### src/rtl/run_length_detector.sv
// Run-length detector for a multi-bit symbol stream.
// The input sample is registered first. The registered sample is then compared
// against the symbol of the current run. Two Mealy flags report when the run,
// including that sample, has reached TH_X or TH_Y symbols.
//
//   state | meaning
//   ------+---------------------------------------------------------------
//   IDLE  | no sample accepted since reset; the next valid sample starts a run
//   RUN   | sym/cnt describe the run ending at the last accepted sample
//
// Parameter legality: 2 <= TH_X <= TH_Y <= 2**CNT_W-1.
module run_length_detector #(
  parameter int DATA_W = 1,
  parameter int CNT_W  = 4,
  parameter int TH_X   = 2,
  parameter int TH_Y   = 3
) (
  input  logic              clk,
  input  logic              reset,
  input  logic [DATA_W-1:0] din,
  input  logic              cen,
  input  logic              clr,
  output logic              doutx,
  output logic              douty,
  output logic [CNT_W-1:0]  run_len
);

  typedef enum logic {IDLE = 1'b0, RUN = 1'b1} state_t;

  localparam logic [CNT_W-1:0] CNT_MAX = {CNT_W{1'b1}};
  localparam logic [CNT_W-1:0] TH_X_L  = CNT_W'(TH_X);
  localparam logic [CNT_W-1:0] TH_Y_L  = CNT_W'(TH_Y);

  state_t             state, state_nxt;
  logic [DATA_W-1:0]  din_ff, sym;
  logic               cen_ff, clr_ff, v_ff;
  logic [CNT_W-1:0]   cnt, len_now;

  // Input sampling stage. v_ff marks that the stage holds a real sample,
  // so the all-zero contents left by reset are never counted.
  always_ff @(posedge clk) begin
    if (reset) begin
      din_ff <= '0;
      cen_ff <= 1'b0;
      clr_ff <= 1'b0;
      v_ff   <= 1'b0;
    end else begin
      din_ff <= din;
      cen_ff <= cen;
      clr_ff <= clr;
      v_ff   <= 1'b1;
    end
  end

  // State register.
  always_ff @(posedge clk) begin
    if (reset) state <= IDLE;
    else       state <= state_nxt;
  end

  // Next state: the first valid sample enters RUN; only reset leaves it.
  always_comb begin
    state_nxt = state;
    if (v_ff) state_nxt = RUN;
  end

  // Length of the run including the registered sample. The length saturates
  // at CNT_MAX. A clear wins over a symbol match.
  always_comb begin
    len_now = '0;
    if (v_ff) begin
      if (state == IDLE || clr_ff || din_ff != sym)
        len_now = CNT_W'(1);
      else if (cnt == CNT_MAX)
        len_now = CNT_MAX;
      else
        len_now = cnt + CNT_W'(1);
    end
  end

  // Run symbol and count. Counting continues while cen is low.
  always_ff @(posedge clk) begin
    if (reset) begin
      sym <= '0;
      cnt <= '0;
    end else if (v_ff) begin
      sym <= din_ff;
      cnt <= len_now;
    end
  end

  // Mealy outputs. They depend only on registers, so there is no path from
  // an input straight to an output.
  always_comb begin
    doutx = cen_ff && (len_now >= TH_X_L);
    douty = cen_ff && (len_now >= TH_Y_L);
  end

  assign run_len = cnt;

endmodule

### config.mk
export PLATFORM = sky130hd
export DESIGN_NAME = run_length_detector
export DESIGN_NICKNAME = d
export VERILOG_FILES = /design/src/rtl/run_length_detector.sv
export SDC_FILE = /design/constraint.sdc
export NUM_CORES = 1
export LEC_CHECK = 0
export CAP_MARGIN = 15
export CORE_AREA = 2 2 39 41
export DETAILED_ROUTE_END_ITERATION = 16
export DIE_AREA = 0 0 41 43
export PLACE_DENSITY = 0.72
export SLEW_MARGIN = 20
export SYNTH_ARGS = -nofsm -noshare
export SYNTH_HDL_FRONTEND = slang
export SYNTH_SLANG_ARGS = --single-unit
### constraint.sdc
create_clock -name clk -period 3.05 [get_ports clk]
set_input_delay 0.4575 -clock clk [delete_from_list [all_inputs] [get_ports clk]]
set_output_delay 0.4575 -clock clk [all_outputs]
set_load 0.01 [all_outputs]
# ---- Yosys cells after proc, flatten, opt, wreduce, memory -nomap -nowiden
# Index checks and enable logic that the tools add are counted.
dict set report word_totals {
  ff_bits 10
  input_bits 5
  word_cells 21
}
dict set report op_classes {
  add_sub_neg 1
  n_lt_le_gt_ge 2
  n_eq_ne 2
  muxes 4
  bitwise 1
  reduce_logical 4
}
# operator count
set ops {}
lappend ops {{$mux W4} 3}
lappend ops {{$ge A4 B2 Y1 const B} 2}
lappend ops {{$add A4 B1 Y4 const B} 1}
lappend ops {{$eq A4 B4 Y1 const B} 1}
lappend ops {{$logic_and A1 B1 Y1} 2}
lappend ops {{$logic_or A1 B1 Y1} 2}
lappend ops {{$mux W1} 1}
lappend ops {{$ne A1 B1 Y1} 1}
lappend ops {{$not A1 Y1} 1}

# ---- Logic depth before layout (Yosys ltp)
# Gate-level depths: netlist of run 1.
dict set report depth {
  depth_word 7
  depth_mapped 4
  ltp_nobuf 4
}

# ---- Worst setup path after synthesis of run 1
# No wires, ideal clock.
dict set report synth_timing {
  path_kind {reg2out}
  from {register cnt[0], in the netlist run_len[0]}
  to {output port douty}
  t_arrival_ps 1130
  required_time_ps 2592
  setup_slack_ps 1463
  stages_incl_launch_ff 5
  path_buffers 0
  cell_sequence {dfxtp_1 > ha_1 > or2_2 > o21ai_0 > a31oi_1}
}
dict set report synth_between {
  elab_chain_len 6
  word_cells_on_any_way 7
  cone_classes {1 x add/sub; 1 x order compare; 1 x eq/ne; 3 x mux; 1 x reduce/logical}
}
# item line_no
set synth_lines {}
lappend synth_lines {{start, declared} 37} ;# logic [CNT_W-1:0] cnt, len_now;
lappend synth_lines {{start signal, assigned} 88} ;# cnt <= len_now;
lappend synth_lines {{$add A4 B1 Y4 / $eq A4 B4 Y1 (equally long branches)} {77, 74}}
lappend synth_lines {{$mux W4 (*)} 74} ;# else if (cnt == CNT_MAX)
lappend synth_lines {{$mux W4 (*)} 72} ;# if (state == IDLE || clr_ff || din_ff != sym)
lappend synth_lines {{$mux W4 (*)} 71} ;# if (v_ff) begin
lappend synth_lines {{$ge A4 B2 Y1 (*)} 96} ;# douty = cen_ff && (len_now >= TH_Y_L);
lappend synth_lines {{$logic_and A1 B1 Y1 (*)} 96}
lappend synth_lines {{end, declared} 24} ;# output logic douty,
# Every way passes the cells marked *; elsewhere a longest branch is shown, timed or not.

# ---- Final worst setup path of run 1
# Same ends and word-level chain as after synthesis.

==> results of run 1 <==
[sequential cells by signal, indices dropped and copies added (netlist names)]
signal   count
run_len      4
cen_ff       1
clr_ff       1
din_ff       1
state        1
sym          1
v_ff         1
[area by class of cell]
class	instances	area [sq um]	area share, %
repair buffers	10	100	16.1
multi-input cells	32	248	39.8
flip-flops and latches	10	200	32.1
inverters	5	18.8	3.01
well taps	16	20.0	3.21
clock buffers	4	36.3	5.82
[stage by stage]
step | util, % | setup WS (ns) | total power (W) | hold WS [ns] | cell area, sq um
floorplan | - | 1.46 | 0.000166 | 0.473 | 482
global placement | 42.4 | 0.934 | 0.000175 | 0.501 | 587
detailed placement | 42.4 | 0.948 | 0.000176 | 0.507 | 587
CTS | 45.0 | 0.644 | 0.000295 | 0.518 | 623
global route | 45.0 | 0.529 | 0.000307 | 0.555 | 623
finish | 45.0 | 0.667 | 0.000290 | 0.514 | 623
[cells by family (layout without fill, tap and decap cells)]
logic type | count (synthesis) | count (layout) | share of synthesized area, %
simple gates | 16 | 16 | 19.0
compound gates | 13 | 13 | 22.1
flops | 10 | 10 | 41.6
buf+inv | 7 | 19 | 7.01
fa+ha+maj | 1 | 1 | 2.60
xor+xnor | 1 | 1 | 5.72
mux | 1 | 1 | 2.08
[where the power goes]
group          internal (W)  leakage, nW  switching, W
combinational     0.0000179        0.123     0.0000112
clock             0.0000725       0.0210     0.0000450
sequential         0.000136       0.0826    0.00000739
[worst max path at each step]
stage	start	endpoint
CTS	run_len[0]	douty
floorplan	run_len[0]	douty
finish	run_len[0]	douty
global placement	run_len[0]	doutx
detailed placement	run_len[0]	douty
global route	run_len[0]	douty
[worst reg2reg max path, stage by stage, from the launching register on]
cell and delay [ns]:
dfxtp_1 0.43, ha_1 0.29, a31o_2 0.22, a32oi_1 0.18, nor2_1 0.05
[layer usage]
layer	vias up	GRT usage, %	part of all wire [%]
li1	200	-	-
met1	167	15.6	47
met2	13	15.3	41
met3	4	6.28	8.1
met4	0	8.00	3.4
met5	-	0	0
[placed cells by master, fill, tap and decap left out]
cell              n
dfxtp_1          10
a31o_2            1
and2_1            1
clkbuf_8          1
ha_1              1
nand2_1           1
nand3_1           2
a221oi_2          1
a31oi_1           3
xnor2_4           1
o21ai_0           2
mux2i_1           1
a211oi_1          1
nand2b_1          2
o211ai_2          1
nor2b_1           3
clkdlybuf4s50_1  10
a32oi_1           1
o2111ai_1         1
clkbuf_4          3
and3b_4           1
nand4_1           1
nor2_1            4
o2111a_1          1
a21oi_1           1
or2_2             1
inv_1             5
==> metrics.md, run 1 <==
| Metric | Value |
|---|---|
| Run status | completed |
| Register-to-Register Path Depth | 4 |
| Fin. max-slew vios | 0 |
| Post-synthesis cell area | 482 sq um |
| GP Congestion | 0.759 |
| P per Cell Area | 466 nW/um^2 |
| IO Pins | 11 |
| Synth top cells by count | dfxtp_1 (10), inv_1 (5), nor2_1 (4) |
| Drt pass-1 iters | 4 |
| Post-CTS sizing | 0 |
| Root Buffer | clkbuf_4 |
| Fin. Hold Viols | 0 |
| TritonCTS clock tree | done |
| Initial antenna violation count | 0 |
| Layout cells sized above 1 | 16.4% |
| CTS buffer count | 3 |
| Crit-path cells | ha_1, or2_2, o21ai_0, a31oi_1, clkdlybuf4s50_1 |
| Crit. End Element | primary output |
| # fillers | 144 |
| Unrepaired setup endpoints after global routing | no |
| Top FF cell, synth | dfxtp_1 |
| DRT Wirelength | 799 microns |
| Vias in the first global route | 327 |
| Vias per cell | 4.99 |
| Synth top area cells | dfxtp_1 (42%), xnor2_4 (5.7%), a31oi_1 (3.9%) |
| Grt ovf | 0 |
| Deepest clock path buffer count | 2 |
| CTS clk-pin slew, worst paths | 0.06 ns |
| Register bit total from synthesis | 10 |
| Crit share post-route | 78.1% |
| Rows | 14 |
| H-Tree Depth | 1 |
| Minimum clock period | 2.38 ns |
| Core Area | 1380 sq um |
| Critical-path top delay cell | clkdlybuf4s50_1 |
| Syn Area/Cell | 9.83 sq um |
| Relative slew margins | 77.4% |
| Overall Global Routing Usage | 12.2% |
| Mapped Cells | 49 |
| Final Net Count | 68 |
| Ant. Diodes | 0 |
| Post-synthesis sequential area ratio | 41.6% |
| Min-delay src | state |
| Crit-path leading delay family | buffers and inverters |
| Area Overhead vs Synth | 29.4% |
| Reg-to-reg endpoint | run_len[1] |
| Skew final | 0.000470 ns |
| Worst VDD drop | 0.274 mV |
| DR vias | 384 |
| Post-CTS Hold Buffers | 0 |
| Initial core utilization | 34.8% |
| Routed Antenna Nets | 0 |
| Number of buffers added for setup after CTS | 0 |
| Largest net degree at the start of global routing | 10 |
| Startpoint Class | register |
| CP bufs+invs | 1 |
| Worst hold path endpoint | state |
| Non-Filler Instances | 77 |
| Leak | 0.226 nW |
| Flop2flop setup slack | 1.75 ns |
| Clk Latency, worst-skew pair | 0.27 ns |
| Synth top area share | 41.6% |
| EDFF count, synth | 0 |
| Placed cells | 73 |
| Cell with the most instances after synthesis | dfxtp_1 |
| Syn nets | 55 |
| Crit path max fanout | 7 |
| Die area | 1760 sq um |
| Stages on worst setup path | 5 |
| Final setup viols | 0 |
| Residual DRC count | 0 |
| Routed length per instance | 10.4 microns |
| Worst min-delay path category | reg2reg |
| Crit Path Class | reg2out |
| Synth cell types | 26 |
| 1st-iter DRT viols | 1 |
| Die width | 41 microns |
| Setup Total Neg Slack | 0 ns |
| Crit path DAT | 1.93 ns |
| Hold Path Depth | 2 |
| Slew @ Worst Pin | 0.338 ns |
| Post-DP HPWL | 605 microns |
| # port buffers | 10 |
| Die height | 43 microns |
| Crit Reg-Reg Startpoint | run_len[0] |
| Max-cap viol count | 0 |
| Async S/R FF share, synth | 0% |
| Synth area leader | dfxtp_1 |
| FMAX | 420 MHz |
| Synth warn | 0 |
| Worst Path Required | 2.59 ns |
| Global-route wire length before repair | 1380 microns |
| Clock Sinks | 10 |
| Crit-path max cell delay | 0.55 ns |
Note: power is estimated with default switching activity, not from simulation.
==> run 2: changes to the inputs <==
--- a/config.mk
+++ b/config.mk
@@ -9,7 +9,7 @@
 export CORE_AREA = 2 2 39 41
 export DETAILED_ROUTE_END_ITERATION = 16
 export DIE_AREA = 0 0 41 43
-export PLACE_DENSITY = 0.72
+export PLACE_DENSITY = 0.74
 export SLEW_MARGIN = 20
 export SYNTH_ARGS = -nofsm -noshare
 export SYNTH_HDL_FRONTEND = slang
==> constraint.sdc (replaced) <==
create_clock -name clk -period 1.95 [get_ports clk]
set_input_delay 0.2925 -clock clk [delete_from_list [all_inputs] [get_ports clk]]
set_output_delay 0.2925 -clock clk [all_outputs]
set_load 0.01 [all_outputs]
==> run 2 against run 1 <==
  * Hold slack improved by 0.0080 ns
  * Combinational power increased by 90%
  * Sequential cell count unchanged
  * Non-clock buffer count increased by 2
  * Register-to-register slack got worse by 1.0 ns
  * Highest routed layer is now met3
==> metrics.md, run 2 (same netlist as run 1, synthesis figures left out) <==
| Metric | Value |
|---|---|
| Core Area | 1380 sq um |
| Commonest non-fill, non-tap cell in the layout | dfxtp_1 |
| Relative slew margins | 76.7% |
| Layout cells sized above 1 | 22.2% |
| Tot Pwr | 0.000459 W |
| Worst min-delay path category | reg2reg |
| Crit path max fanout | 5 |
| Die width | 41 microns |
| Post-CTS Hold Buffers | 0 |
| Grt ovf | 0 |
| Startpoint Class | register |
| Skew final | 0.00179 ns |
| Worst Path Required | 1.66 ns |
| Routed Antenna Nets | 0 |
| Flop2flop setup slack | 0.72 ns |
| Vias per cell | 5.03 |
| TritonCTS clock tree | done |
| DRT Wirelength | 913 microns |
| 1st-iter DRT viols | 9 |
| Run status | completed |
| Crit Reg-Reg Startpoint | run_len[0] |
| Worst hold path endpoint | state |
| Setup Total Neg Slack | 0 ns |
| P per Cell Area | 718 nW/um^2 |
| Hold Path Depth | 2 |
| Psw | 0.000101 W |
| Fin. max-slew vios | 0 |
| Initial core utilization | 34.8% |
| Reg-to-reg endpoint | run_len[1] |
| Fin worst setup slack | 0.104 ns |
| Clock Power Share | 39.9% |
| Register-to-Register Path Depth | 4 |
| Overall Global Routing Usage | 12.1% |
| Minimum clock period | 1.85 ns |
| Residual DRC count | 0 |
| GP Congestion | 0.733 |
| IO Pins | 11 |
| Ant. Diodes | 0 |
| Leak | 0.244 nW |
| Vias in the first global route | 362 |
| Slew @ Worst Pin | 0.349 ns |
| Crit path DAT | 1.55 ns |
| # port buffers | 10 |
| Final Net Count | 70 |
| Clk Latency, worst-skew pair | 0.26 ns |
| CTS clk-pin slew, worst paths | 0.06 ns |
| Deepest clock path buffer count | 2 |
| Crit Path Class | reg2out |
| Crit share post-route | 94.7% |
| DR vias | 397 |
| CTS buffer count | 3 |
| Global-route wire length before repair | 1430 microns |
| H-Tree Depth | 1 |
| Min-delay src | state |
| Internal | 0.000358 W |
| Setup WS pre-CTS | 0.125 ns |
| Final core occ | 46.2% |
| Die height | 43 microns |
| Die area | 1760 sq um |
| Area Overhead vs Synth | 32.7% |
| Max-cap viol count | 0 |
| Fin. Hold Viols | 0 |
| Root Buffer | clkbuf_4 |
| Placed cells | 75 |
| Unrepaired setup endpoints after global routing | no |
| Logic pwr share | 12.0% |
| Clock Sinks | 10 |
| Drt pass-1 iters | 2 |
| Max reg flops | 4 |
| Final setup viols | 0 |
| Crit. End Element | primary output |
| Largest net degree at the start of global routing | 10 |
| FMAX | 542 MHz |
| Routed length per instance | 11.6 microns |
| Commonest cells after routing, fill and taps aside | dfxtp_1 (9), clkdlybuf4s50_1 (8), inv_1 (5) |
| Initial antenna violation count | 0 |
| Part of the power in registers | 48.1% |
| Non-Filler Instances | 79 |
| Number of buffers added for setup after CTS | 0 |
| Worst VDD drop | 0.340 mV |
| Switching share of power | 22.0% |
| Rows | 14 |
## run 2: cell count changes in the layout (fill, tap and decap cells not counted)
cell,delta
buf_4,+2
clkdlybuf4s50_1,-2
dfxtp_1,-1
dfxtp_2,+1
dlygate4sd2_1,+2
ha_1,-1
ha_2,+1
o21ai_0,-1
o21ai_1,+1
## run 2: layer usage
| metal | track usage, % | share of wire (%) | vias up |
|---|---|---|---|
| met4 | 4.00 | 0 | 0 |
| met2 | 17.8 | 48 | 11 |
| met3 | 6.28 | 6.1 | 0 |
| met1 | 14.6 | 45 | 181 |
| li1 | - | - | 205 |
| met5 | 0 | 0 | - |
## run 2: what timing repair did
action,in CTS,in global routing
setup endpoints to repair,2,2
gates resized for setup,3,2
gates cloned,0,0
## run 2: critical path, cell delays in order, from the launching register on
cell           delay, ns
dfxtp_1             0.32
ha_2                0.20
or2_2               0.27
o21ai_1             0.10
a31oi_1             0.10
dlygate4sd2_1       0.29
## run 2: stage by stage
step	area, sq um	hold WS (ns)
floorplan	482	0.421
global placement	602	0.488
detailed placement	602	0.512
CTS	638	0.523
global route	639	0.563
finish	639	0.522
## run 2: cell type report
class | instances | area (sq um)
Fill cell | 143 | 744
Multi-Input combinational cell | 32 | 250
Sequential cell | 10 | 201
Timing Repair Buffer | 12 | 113
Clock buffer | 4 | 36.3
Tap cell | 16 | 20.0
Inverter | 5 | 18.8
## run 2: worst max-delay path by stage
stage,from,to,cells past startpoint,slack [ns]
global placement,run_len[1],douty,5,0.15
global route,run_len[1],douty,5,0.02
finish,run_len[0],douty,5,0.10
detailed placement,run_len[1],douty,5,0.13
CTS,run_len[1],douty,5,0.06
floorplan,run_len[0],douty,4,0.53
## run 2: power by group through the flow
stage | combinational [W] | clock [W] | sequential, W
3_5_place_dp | 0.0000554 | 0 | 0.000225
6_report | 0.0000552 | 0.000183 | 0.000221
4_1_cts | 0.0000555 | 0.000189 | 0.000221
2_1_floorplan | 0.0000338 | 0 | 0.000226
5_1_grt | 0.0000605 | 0.000198 | 0.000222
3_3_place_gp | 0.0000540 | 0 | 0.000225
==> run 3: changes to the inputs <==
--- a/config.mk
+++ b/config.mk
@@ -9,6 +9,7 @@
 export CORE_AREA = 2 2 39 41
 export DETAILED_ROUTE_END_ITERATION = 16
 export DIE_AREA = 0 0 41 43
+export GPL_TIMING_DRIVEN = 0
 export PLACE_DENSITY = 0.74
 export SLEW_MARGIN = 20
 export SYNTH_ARGS = -nofsm -noshare
==> run 3 against run 2 <==
  * Core utilization down 0.36 points
  * Die area is the same
  * Combinational power shrank 9.8%
  * Via count fell by 3.0%
  * Critical path depth unchanged
  * Critical path type unchanged
  * Largest cell class unchanged
  * Largest power group unchanged
==> metrics.md, run 3 (same netlist as run 1, synthesis figures left out) <==
| Metric | Value |
|---|---|
| Relative slew margins | 72.5% |
| Commonest non-fill, non-tap cell in the layout | dfxtp_1 |
| TritonCTS clock tree | done |
| # fillers | 146 |
| P per Cell Area | 721 nW/um^2 |
| Clk Latency, worst-skew pair | 0.27 ns |
| Placed cells | 74 |
| Final setup viols | 0 |
| Rows | 14 |
| GP Congestion | 0.713 |
| Initial antenna violation count | 0 |
| Unrepaired setup endpoints after global routing | no |
| Deepest clock path buffer count | 2 |
| Final Net Count | 69 |
| Residual DRC count | 0 |
| Core Area | 1380 sq um |
| Max-cap viol count | 0 |
| Crit share post-route | 96.2% |
| Global-route wire length before repair | 1340 microns |
| Layout cells sized above 1 | 24.2% |
| Setup Total Neg Slack | 0 ns |
| Slew @ Worst Pin | 0.412 ns |
| Routed Antenna Nets | 0 |
| Ant. Diodes | 0 |
| # port buffers | 9 |
| DR vias | 385 |
| FMAX | 533 MHz |
| CTS clk-pin slew, worst paths | 0.07 ns |
| Die width | 41 microns |
| Vias in the first global route | 313 |
| Worst min-delay path category | in2reg |
| H-Tree Depth | 1 |
| Crit Path Class | reg2out |
| Skew final | 0.00647 ns |
| Root Buffer | clkbuf_4 |
| Worst Path Required | 1.66 ns |
| 1st-iter DRT viols | 0 |
| DRT Wirelength | 849 microns |
| Overall Global Routing Usage | 12.1% |
| Worst VDD drop | 0.316 mV |
| Post-DP HPWL | 594 microns |
| Minimum clock period | 1.88 ns |
| Fin. max-slew vios | 0 |
| Tot Pwr | 0.000458 W |
| Crit path DAT | 1.58 ns |
| Commonest cells after routing, fill and taps aside | dfxtp_1 (8), clkdlybuf4s50_1 (7), inv_1 (5) |
| Leak | 0.238 nW |
| Post-CTS Hold Buffers | 0 |
| Max reg flops | 4 |
| Initial core utilization | 34.8% |
| Grt ovf | 0 |
| Area Overhead vs Synth | 31.7% |
| Run status | completed |
| Vias per cell | 4.94 |
| Non-Filler Instances | 78 |
| Die height | 43 microns |
| IO Pins | 11 |
| Drt pass-1 iters | 1 |
| Die area | 1760 sq um |
| Fin. Hold Viols | 0 |
| Clock Sinks | 10 |
| Largest net degree at the start of global routing | 10 |
| Routed length per instance | 10.9 microns |
| CTS buffer count | 3 |
| Crit. End Element | primary output |
| Startpoint Class | register |
| Crit path max fanout | 7 |
## run 3: changes by cell type in the layout (fill, tap and decap cells not counted), sizes merged
cell,before,now
buf,2,1
clkbuf,4,5
clkdlybuf4s50,8,7
## run 3: path summary, 6_finish.rpt
path,start,endpoint,slack (ns),depth (start not counted)
max,run_len[0],douty,0.07,5
max reg2reg,run_len[0],run_len[1],0.68,4
min reg2reg,state,state,0.50,2
min,reset,v_ff,0.36,2
## run 3: power by group
part	switching [W]	total (W)	internal, W	leakage (nW)
Clock	0.0000719	0.000185	0.000113	0.0210
Sequential	0.00000889	0.000222	0.000214	0.0833
Combinational	0.0000209	0.0000498	0.0000289	0.134
Total	0.000102	0.000458	0.000356	0.238
## run 3: what timing repair did
action	CTS	global route
setup buffers	0	0
resized for setup	5	2
setup endpoints to repair	2	2
## run 3: final cells by class
class	count	area (sq um)	share of cell area [%]
Buffer	2	15.0	2.37
Timing Repair Buffer	9	87.6	13.8
Inverter	5	18.8	2.96
Sequential cell	10	203	32.0
Clock buffer	4	36.3	5.72
Tap cell	16	20.0	3.16
Multi-Input combinational cell	32	254	40.0
## run 3: per-layer routing
layer  GRT usage (%)  vias to the layer above  routed length [microns]
li1                -                      199                        -
met1            14.1                      170                      367
met2            15.6                       11                      387
met3            6.28                        5                       61
met4            10.0                        0                       32
met5               0                        -                        0
## run 3: per-stage QoR
step | setup slack [ns] | utilization, % | hold slack (ns) | cell area [sq um]
2_1_floorplan | 0.528 | - | 0.421 | 482
3_3_place_gp | 0.0307 | 42.8 | 0.488 | 592
3_5_place_dp | 0.0144 | 42.8 | 0.495 | 592
4_1_cts | 0.0279 | 45.6 | 0.368 | 631
5_1_grt | 0.0121 | 45.8 | 0.403 | 634
6_report | 0.0739 | 45.8 | 0.361 | 634
## run 3: worst max-delay path, cell delays in order, from the launching register on
cell           delay, ns
dfxtp_2             0.35
ha_2                0.22
or2_2               0.29
o21ai_2             0.07
a31oi_1             0.09
dlygate4sd2_1       0.29
